===== config.mk =====
export PLATFORM = sky130hd
export DESIGN_NAME = imem_loader_flat
export DESIGN_NICKNAME = d
export VERILOG_FILES = /design/src/rtl/imem_loader_pkg.sv /design/src/rtl/imem_loader_if.sv /design/src/rtl/imem_loader_timeout.sv /design/src/rtl/imem_loader.sv /design/src/flat_wrapper.sv
export SDC_FILE = /design/constraint.sdc
export NUM_CORES = 1
export LEC_CHECK = 0
export ABC_AREA = 1
export CAP_MARGIN = 20
export CORE_MARGIN = 2
export CORE_UTILIZATION = 55
export CTS_BUF_LIST = sky130_fd_sc_hd__clkbuf_8
export CTS_CLUSTER_SIZE = 40
export DETAILED_ROUTE_END_ITERATION = 12
export GPL_ROUTABILITY_DRIVEN = 0
export PLACE_DENSITY = 0.8
export SKIP_LAST_GASP = 1
export SYNTH_ARGS = -nofsm -noshare
export SYNTH_HDL_FRONTEND = slang
export SYNTH_SLANG_ARGS = --single-unit

===== constraint.sdc =====
create_clock -name clk -period 4 [get_ports clk]
set_input_delay 1 -clock clk [delete_from_list [all_inputs] [get_ports clk]]
set_output_delay 1 -clock clk [all_outputs]
set_load 0.05 [all_outputs]

===== src/rtl/imem_loader_pkg.sv =====
// Shared constants for the instruction-memory loader.
// States are plain 4-bit codes so older tools can consume them.
package imem_loader_pkg;

  localparam logic [3:0] ST_IDLE  = 4'd0;
  localparam logic [3:0] ST_COUNT = 4'd1;
  localparam logic [3:0] ST_B0    = 4'd2;
  localparam logic [3:0] ST_B1    = 4'd3;
  localparam logic [3:0] ST_B2    = 4'd4;
  localparam logic [3:0] ST_WRITE = 4'd5;
  localparam logic [3:0] ST_CHECK = 4'd6;
  localparam logic [3:0] ST_DONE  = 4'd7;
  localparam logic [3:0] ST_ERROR = 4'd8;

  localparam logic [7:0] SYNC_BYTE = 8'hA5;
  localparam int unsigned BYTES_PER_WORD = 3;

  function automatic logic [19:0] pack_word(
    input logic [3:0] hi,
    input logic [7:0] b1,
    input logic [7:0] b0
  );
    return {hi, b1, b0};
  endfunction

endpackage


===== src/rtl/imem_loader_if.sv =====
// Host byte stream plus instruction-memory write port.
// The loader is the slave side; host/memory is the master side.
interface imem_loader_if #(
  parameter int unsigned AW = 8,
  parameter int unsigned DW = 20
);
  logic          rx_valid;
  logic [7:0]    rx_data;
  logic          rx_ready;
  logic          imem_we;
  logic [AW-1:0] imem_addr;
  logic [DW-1:0] imem_wdata;

  modport master (
    output rx_valid,
    output rx_data,
    input  rx_ready,
    input  imem_we,
    input  imem_addr,
    input  imem_wdata
  );

  modport slave (
    input  rx_valid,
    input  rx_data,
    output rx_ready,
    output imem_we,
    output imem_addr,
    output imem_wdata
  );
endinterface


===== src/rtl/imem_loader_timeout.sv =====
// Inter-byte stall counter for an open frame.
// expired_o fires on the edge that would complete TIMEOUT_CYCLES stalls.
module loader_timeout #(
  parameter int unsigned TIMEOUT_CYCLES = 1000000
) (
  input  logic clk,
  input  logic rst_n,
  input  logic clr_i,
  input  logic en_i,
  output logic expired_o
);
  localparam int unsigned CW = $clog2(TIMEOUT_CYCLES + 1);

  logic [CW-1:0] cnt_q, cnt_d;

  assign expired_o = en_i &&
    (cnt_q == CW'(TIMEOUT_CYCLES - 1));

  always_comb begin
    cnt_d = cnt_q;
    if (clr_i) begin
      cnt_d = '0;
    end else if (en_i) begin
      cnt_d = cnt_q + CW'(1);
    end
  end

  always_ff @(posedge clk or negedge rst_n) begin
    if (!rst_n) begin
      cnt_q <= '0;
    end else begin
      cnt_q <= cnt_d;
    end
  end
endmodule


===== src/rtl/imem_loader.sv =====
// Framed byte-stream loader: fills instruction memory and
// holds the core in reset until a checksummed frame lands.
module imem_loader
  import imem_loader_pkg::*;
#(
  parameter int unsigned DATA_WIDTH     = 20,
  parameter int unsigned ADDRESS_WIDTH  = 8,
  parameter int unsigned TIMEOUT_CYCLES = 1000000,
  parameter bit          HOLD_ON_RESET  = 1'b1
) (
  input  logic                     clk,
  input  logic                     rst,
  imem_loader_if.slave             bus,
  output logic                     cpu_rst_n,
  output logic                     busy,
  output logic                     done,
  output logic                     error,
  output logic [ADDRESS_WIDTH-1:0] words_loaded
);

  logic [3:0]               state_q, state_d;
  logic [7:0]               chk_q, chk_d;
  logic [7:0]               rem_q, rem_d;
  logic [7:0]               b0_q, b0_d;
  logic [7:0]               b1_q, b1_d;
  logic [DATA_WIDTH-1:0]    wdata_q, wdata_d;
  logic [ADDRESS_WIDTH-1:0] addr_q, addr_d;
  logic [ADDRESS_WIDTH-1:0] words_q, words_d;
  logic rdy_q, rdy_d;
  logic we_q, we_d;
  logic cpu_q, cpu_d;
  logic busy_q, busy_d;
  logic done_q, done_d;
  logic err_q, err_d;
  logic accept, waiting, tmo, fail;
  logic [7:0] rx;

  assign rx      = bus.rx_data;
  assign accept  = bus.rx_valid && rdy_q;
  assign waiting = state_q inside
    {ST_COUNT, ST_B0, ST_B1, ST_B2, ST_CHECK};

  loader_timeout #(
    .TIMEOUT_CYCLES(TIMEOUT_CYCLES)
  ) u_timeout (
    .clk      (clk),
    .rst_n    (rst),
    .clr_i    (!waiting || accept),
    .en_i     (waiting && !accept),
    .expired_o(tmo)
  );

  always_comb begin
    state_d = state_q;
    chk_d   = chk_q;
    rem_d   = rem_q;
    b0_d    = b0_q;
    b1_d    = b1_q;
    wdata_d = wdata_q;
    addr_d  = addr_q;
    words_d = words_q;
    cpu_d   = cpu_q;
    busy_d  = busy_q;
    done_d  = done_q;
    err_d   = err_q;
    fail    = 1'b0;

    unique case (state_q)
      ST_IDLE, ST_DONE, ST_ERROR: begin
        if (accept && rx == SYNC_BYTE) begin
          state_d = ST_COUNT;
          busy_d  = 1'b1;
          cpu_d   = 1'b0;
          done_d  = 1'b0;
          err_d   = 1'b0;
          words_d = '0;
          addr_d  = '0;
          chk_d   = '0;
        end
      end
      ST_COUNT: begin
        if (accept) begin
          rem_d   = rx;
          chk_d   = rx;
          state_d = (rx == 8'd0) ? ST_CHECK : ST_B0;
        end
      end
      ST_B0: begin
        if (accept) begin
          b0_d    = rx;
          chk_d   = chk_q ^ rx;
          state_d = ST_B1;
        end
      end
      ST_B1: begin
        if (accept) begin
          b1_d    = rx;
          chk_d   = chk_q ^ rx;
          state_d = ST_B2;
        end
      end
      ST_B2: begin
        if (accept) begin
          unique case (1'b1)
            (rx[7:4] != 4'h0): fail = 1'b1;
            default: begin
              chk_d   = chk_q ^ rx;
              wdata_d = DATA_WIDTH'(
                pack_word(rx[3:0], b1_q, b0_q));
              state_d = ST_WRITE;
            end
          endcase
        end
      end
      ST_WRITE: begin
        addr_d  = addr_q + ADDRESS_WIDTH'(1);
        words_d = words_q + ADDRESS_WIDTH'(1);
        rem_d   = rem_q - 8'd1;
        state_d = (rem_q == 8'd1) ? ST_CHECK : ST_B0;
      end
      ST_CHECK: begin
        if (accept) begin
          if (rx == chk_q) begin
            state_d = ST_DONE;
            cpu_d   = 1'b1;
            done_d  = 1'b1;
            busy_d  = 1'b0;
          end else begin
            fail = 1'b1;
          end
        end
      end
      default: state_d = ST_IDLE;
    endcase

    // Abort keeps whatever was already written to memory.
    if (fail || tmo) begin
      state_d = ST_ERROR;
      err_d   = 1'b1;
      busy_d  = 1'b0;
      cpu_d   = 1'b0;
    end
  end

  assign rdy_d = (state_d != ST_WRITE);
  assign we_d  = (state_d == ST_WRITE);

  always_ff @(posedge clk or negedge rst) begin
    if (!rst) begin
      state_q <= ST_IDLE;
      chk_q   <= '0;
      rem_q   <= '0;
      b0_q    <= '0;
      b1_q    <= '0;
      wdata_q <= '0;
      addr_q  <= '0;
      words_q <= '0;
      rdy_q   <= 1'b1;
      we_q    <= 1'b0;
      cpu_q   <= !HOLD_ON_RESET;
      busy_q  <= 1'b0;
      done_q  <= 1'b0;
      err_q   <= 1'b0;
    end else begin
      state_q <= state_d;
      chk_q   <= chk_d;
      rem_q   <= rem_d;
      b0_q    <= b0_d;
      b1_q    <= b1_d;
      wdata_q <= wdata_d;
      addr_q  <= addr_d;
      words_q <= words_d;
      rdy_q   <= rdy_d;
      we_q    <= we_d;
      cpu_q   <= cpu_d;
      busy_q  <= busy_d;
      done_q  <= done_d;
      err_q   <= err_d;
    end
  end

  assign bus.rx_ready   = rdy_q;
  assign bus.imem_we    = we_q;
  assign bus.imem_addr  = addr_q;
  assign bus.imem_wdata = wdata_q;
  assign cpu_rst_n      = cpu_q;
  assign busy           = busy_q;
  assign done           = done_q;
  assign error          = err_q;
  assign words_loaded   = words_q;

endmodule


===== src/flat_wrapper.sv =====
// flat-port wrapper written by rule: the top's interface ports become plain ports
module imem_loader_flat import imem_loader_pkg::*;
#(
  parameter int unsigned DATA_WIDTH     = 20,
  parameter int unsigned ADDRESS_WIDTH  = 8,
  parameter int unsigned TIMEOUT_CYCLES = 1000000,
  parameter bit          HOLD_ON_RESET  = 1'b1
)
  (clk, rst, cpu_rst_n, busy, done, error, words_loaded, bus_rx_valid, bus_rx_data, bus_rx_ready, bus_imem_we, bus_imem_addr, bus_imem_wdata);
  imem_loader_if #(.AW(8), .DW(20)) bus_i ();
  input  logic clk;
  input  logic rst;
  output logic cpu_rst_n;
  output logic busy;
  output logic done;
  output logic error;
  output logic [ADDRESS_WIDTH-1:0] words_loaded;
  input wire logic [$bits(bus_i.rx_valid)-1:0] bus_rx_valid;
  input wire logic [$bits(bus_i.rx_data)-1:0] bus_rx_data;
  output wire logic [$bits(bus_i.rx_ready)-1:0] bus_rx_ready;
  output wire logic [$bits(bus_i.imem_we)-1:0] bus_imem_we;
  output wire logic [$bits(bus_i.imem_addr)-1:0] bus_imem_addr;
  output wire logic [$bits(bus_i.imem_wdata)-1:0] bus_imem_wdata;
  assign bus_i.rx_valid = bus_rx_valid;
  assign bus_i.rx_data = bus_rx_data;
  assign bus_rx_ready = bus_i.rx_ready;
  assign bus_imem_we = bus_i.imem_we;
  assign bus_imem_addr = bus_i.imem_addr;
  assign bus_imem_wdata = bus_i.imem_wdata;
  imem_loader #(.DATA_WIDTH(DATA_WIDTH), .ADDRESS_WIDTH(ADDRESS_WIDTH), .TIMEOUT_CYCLES(TIMEOUT_CYCLES), .HOLD_ON_RESET(HOLD_ON_RESET)) u_core (.clk(clk), .rst(rst), .bus(bus_i), .cpu_rst_n(cpu_rst_n), .busy(busy), .done(done), .error(error), .words_loaded(words_loaded));
endmodule

==> results by group <==
Clock tree
  • Clk root buf: clkbuf_8
  • Clock-pin slew on the worst setup and hold paths: approximately 90 ps
  • Setup bufs post-CTS: 0
  • CTS resizes: 0
  • Total CTS buffers: 9
  • Clk sink count: 98
  • Worst skew pair latency: 360 ps
  • Number of H-tree levels: 3
  • Post-CTS Hold Fix Bufs: 0
  • CTS tree: done
  • CTS Buffer Depth: 2

Critical path
  • Worst r2r path cells: 7
  • Worst path required time: 3000 ps
  • Crit path capture type: output port
  • R2R Setup Slk: 1920 ps
  • Worst path cell trace: clkdlybuf4s50_1
  • Critical path depth: 1
  • Critical path startpoint: u_core.bus.rx_ready
  • CP top delay family: buffers and inverters
  • CP Launch Type: flip-flop
  • Critical Path Max Stage Delay: about 800 ps
  • Crit path arrival time: 1680 ps
  • Worst Path Buf+Inv: 1
  • CP max FO: 2
  • Worst R2R Start: u_core.bus.rx_ready
  • Crit path to: bus_rx_ready
  • R2R Path End: u_core.bus.imem_wdata[16]
  • Slowest cell on crit path: clkdlybuf4s50_1
  • Worst Path Class, Setup: reg2out

Flow run
  • Maximum capacitance violations: 0

Logic synthesis
  • YS warnings: 0
  • Post-synth top flop: dfrtp_1
  • Synth area leader: dfrtp_1
  • Synth Area per Inst: roughly 7.7 µm²
  • EDFF count, synth: 0
  • Synth top area share: approximately half
  • Async set or reset register ratio after synthesis: 100%
  • Sequential element share of the synthesized area: 50.5%
  • Synth top area cells: dfrtp_1 50%, nand2_1 17%, nor2_1 5.8%, inv_1 4.6%, nand3_1 4.2%
  • Post-synthesis cell count: between 600 and 700
  • Top cells by count, synth: 215 x nand2_1, 97 x dfrtp_1, 75 x nor2_1
  • Netlist cell types: 32
  • Most frequent cell after synthesis: nand2_1
  • Mapped Area: 4860 µm²
  • Syn Nets: 643
  • Yosys reg bits: 98

STA
  • Clock Skew: 12.0 ps
  • Fin crit share: 67.0%
  • Total negative setup slack: 0 ps
  • Final setup viols: 0
  • Final Hold Viols: 0
  • RSZ-0062 raised after global routing: false
  • Fin. max-slew vios: 0
  • Fin crit period: 2680 ps
  • Worst Tran Pin Value: 634 ps
  • Rel. slew slack: 57.7%
  • Fmax achieved: 373 MHz

Drt
  • Post-Route WL: 10500 µm
  • Vias per inst: 5.29
  • Final ANT Viol Nets: 0
  • Detailed-route DRC error count: 0
  • WL/cell: 13.2 µm
  • DR pass1 iterations: 5
  • Initial DRC count: 233
  • Total number of vias: 4209

Status
  • Status: completed

Floorplan
  • Core ar.: 8640 µm²
  • Die width: 98.0 µm
  • FP Rows: 34
  • Starting Density: 56.2%
  • IO Pins: 53
  • Die Y-Extent: between 90 and 100 µm
  • DIE AREA: 9600 µm²

Pwr
  • Sequential Power Share: slightly below 40%
  • Pleak: 2.82 nW
  • Power Density: 683 nW/µm²
  • Final Power: just under 4 mW
  • Cell-internal power: 2.15 mW
  • Clock network power share: around 17%
  • Sw Share: between 40% and 50%
  • P_sw: 1.74 mW
  • Worst vdd ir: about 0.00042 V
  • Gate power share: 44.4%

Final layout
  • Multi-input gate area: between 2000 and 2500 µm²
  • Layout area overhead: 17.3%
  • Layout Nets: 699
  • Register area: 2450 µm²
  • N_diodes: 0
  • Layout filler cell count: 759
  • Share of cells above drive strength 1: 5.96%

GRT
  • Overflow after GRT: 0
  • Tot GR Track Use: between 20% and 30%
  • Vias in the first global route: 3964
  • First-pass GRT wire length: 18500 µm
  • Initial antenna violation count: 0
  • Largest net degree at the start of global routing: about 50

Min path
  • Hold Crit Class: reg2reg

Placement
  • I/O Buffers: between 50 and 60
  • DP HPWL: 7600 µm
## kinds of logic (layout without fill, tap and decap cells)
logic type | count (synthesis) | count (layout) | share of synthesized area (%)
buffers and inverters | 77 | 138 | 6.11
XOR/XNOR | 14 | 14 | 2.52
adder cells (fa/ha/maj) | 5 | 5 | 1.29
flip-flops | 98 | 98 | 50.5
multiplexers | 1 | 1 | 0.206
AO/OA/AOI/OAI | 70 | 70 | 8.27
AND/OR/NAND/NOR | 362 | 362 | 31.1
## layout by cell type, fill, tap and decap left out, types with 2 or more instances in the layout
| cell type | synthesis | routed |
|---|---|---|
| nand2_2 | 4 | 4 |
| o21ai_0 | 37 | 37 |
| ha_1 | 5 | 5 |
| nand3_1 | 41 | 41 |
| clkbuf_8 | 0 | 10 |
| nor2_1 | 75 | 75 |
| a21oi_1 | 13 | 13 |
| inv_2 | 8 | 8 |
| nor2_4 | 4 | 4 |
| clkdlybuf4s50_1 | 0 | 51 |
| dfrtp_1 | 97 | 97 |
| nand4_1 | 8 | 8 |
| clkinv_2 | 0 | 2 |
| o21ai_1 | 4 | 4 |
| xor2_1 | 10 | 10 |
| o221ai_1 | 3 | 3 |
| nor3_1 | 8 | 8 |
| inv_1 | 60 | 60 |
| xnor2_1 | 4 | 4 |
| o22ai_1 | 10 | 10 |
| nand2_1 | 215 | 215 |
| nand3b_1 | 2 | 2 |
## layer usage
layer | GRT usage [%] | vias up | routed length (µm)
met2 | 38.9 | 117 | 5130
met5 | 0 | - | 0
met1 | 32.2 | 1973 | 4690
met4 | 8.23 | 0 | 190
li1 | - | 2102 | -
met3 | 3.15 | 17 | 495
## through the flow
step / util, % / hold slack (ps) / std cells / area (µm²) / setup WS [ps]
floorplan: - / 433 / 627 / 4860 / 1910
global placement: 63.6 / 446 / 780 / 5490 / 1060
detailed placement: 63.6 / 458 / 780 / 5490 / 978
CTS: 66.0 / 471 / 796 / 5700 / 1310
global route: 66.0 / 505 / 796 / 5700 / 1060
finish: 66.0 / 468 / 796 / 5700 / 1320
## power groups by stage
stage / Clock [mW] / Sequential (mW) / Combinational [mW]
after CTS: 0.661 / 1.51 / 1.73
final: 0.648 / 1.51 / 1.73
after global placement: 0 / 1.52 / 1.67
after detailed placement: 0 / 1.53 / 1.72
after global routing: 0.703 / 1.56 / 1.91
after floorplan: 0 / 1.91 / 0.828
## layout make-up
| class | count | area share (%) |
|---|---|---|
| Clock inverter | 6 | 1.14 |
| Timing Repair Buffer | 53 | 9.45 |
| Multi-Input combinational cell | 452 | 37.0 |
| Inverter | 69 | 4.55 |
| Sequential cell | 98 | 43.1 |
| Clock buffer | 10 | 2.42 |
| Tap cell | 108 | 2.37 |
## registers in the layout, summed over array words and instances, names as in the netlist
| signal | flops |
|---|---|
| u_core.b0_q | 8 |
| u_core.b1_q | 8 |
| u_core.bus.imem_addr | 8 |
| u_core.bus.imem_wdata | 20 |
| u_core.bus.imem_we | 1 |
| u_core.bus.rx_ready | 1 |
| u_core.busy | 1 |
| u_core.chk_q | 8 |
| u_core.cpu_rst_n | 1 |
| u_core.done | 1 |
| u_core.error | 1 |
| u_core.rem_q | 8 |
| u_core.state_q | 4 |
| u_core.u_timeout.cnt_q | 20 |
| u_core.words_loaded | 8 |
## worst min-delay path by stage
stage	startpoint	end	depth (start not counted)
floorplan	u_core.u_timeout.cnt_q[0]	u_core.u_timeout.cnt_q[0]	1
global placement	u_core.u_timeout.cnt_q[0]	u_core.u_timeout.cnt_q[0]	1
detailed placement	u_core.u_timeout.cnt_q[0]	u_core.u_timeout.cnt_q[0]	1
CTS	u_core.u_timeout.cnt_q[0]	u_core.u_timeout.cnt_q[0]	1
global route	u_core.b0_q[0]	u_core.bus.imem_wdata[0]	2
finish	u_core.u_timeout.cnt_q[0]	u_core.u_timeout.cnt_q[0]	1
(Power assumes the default switching activity.)
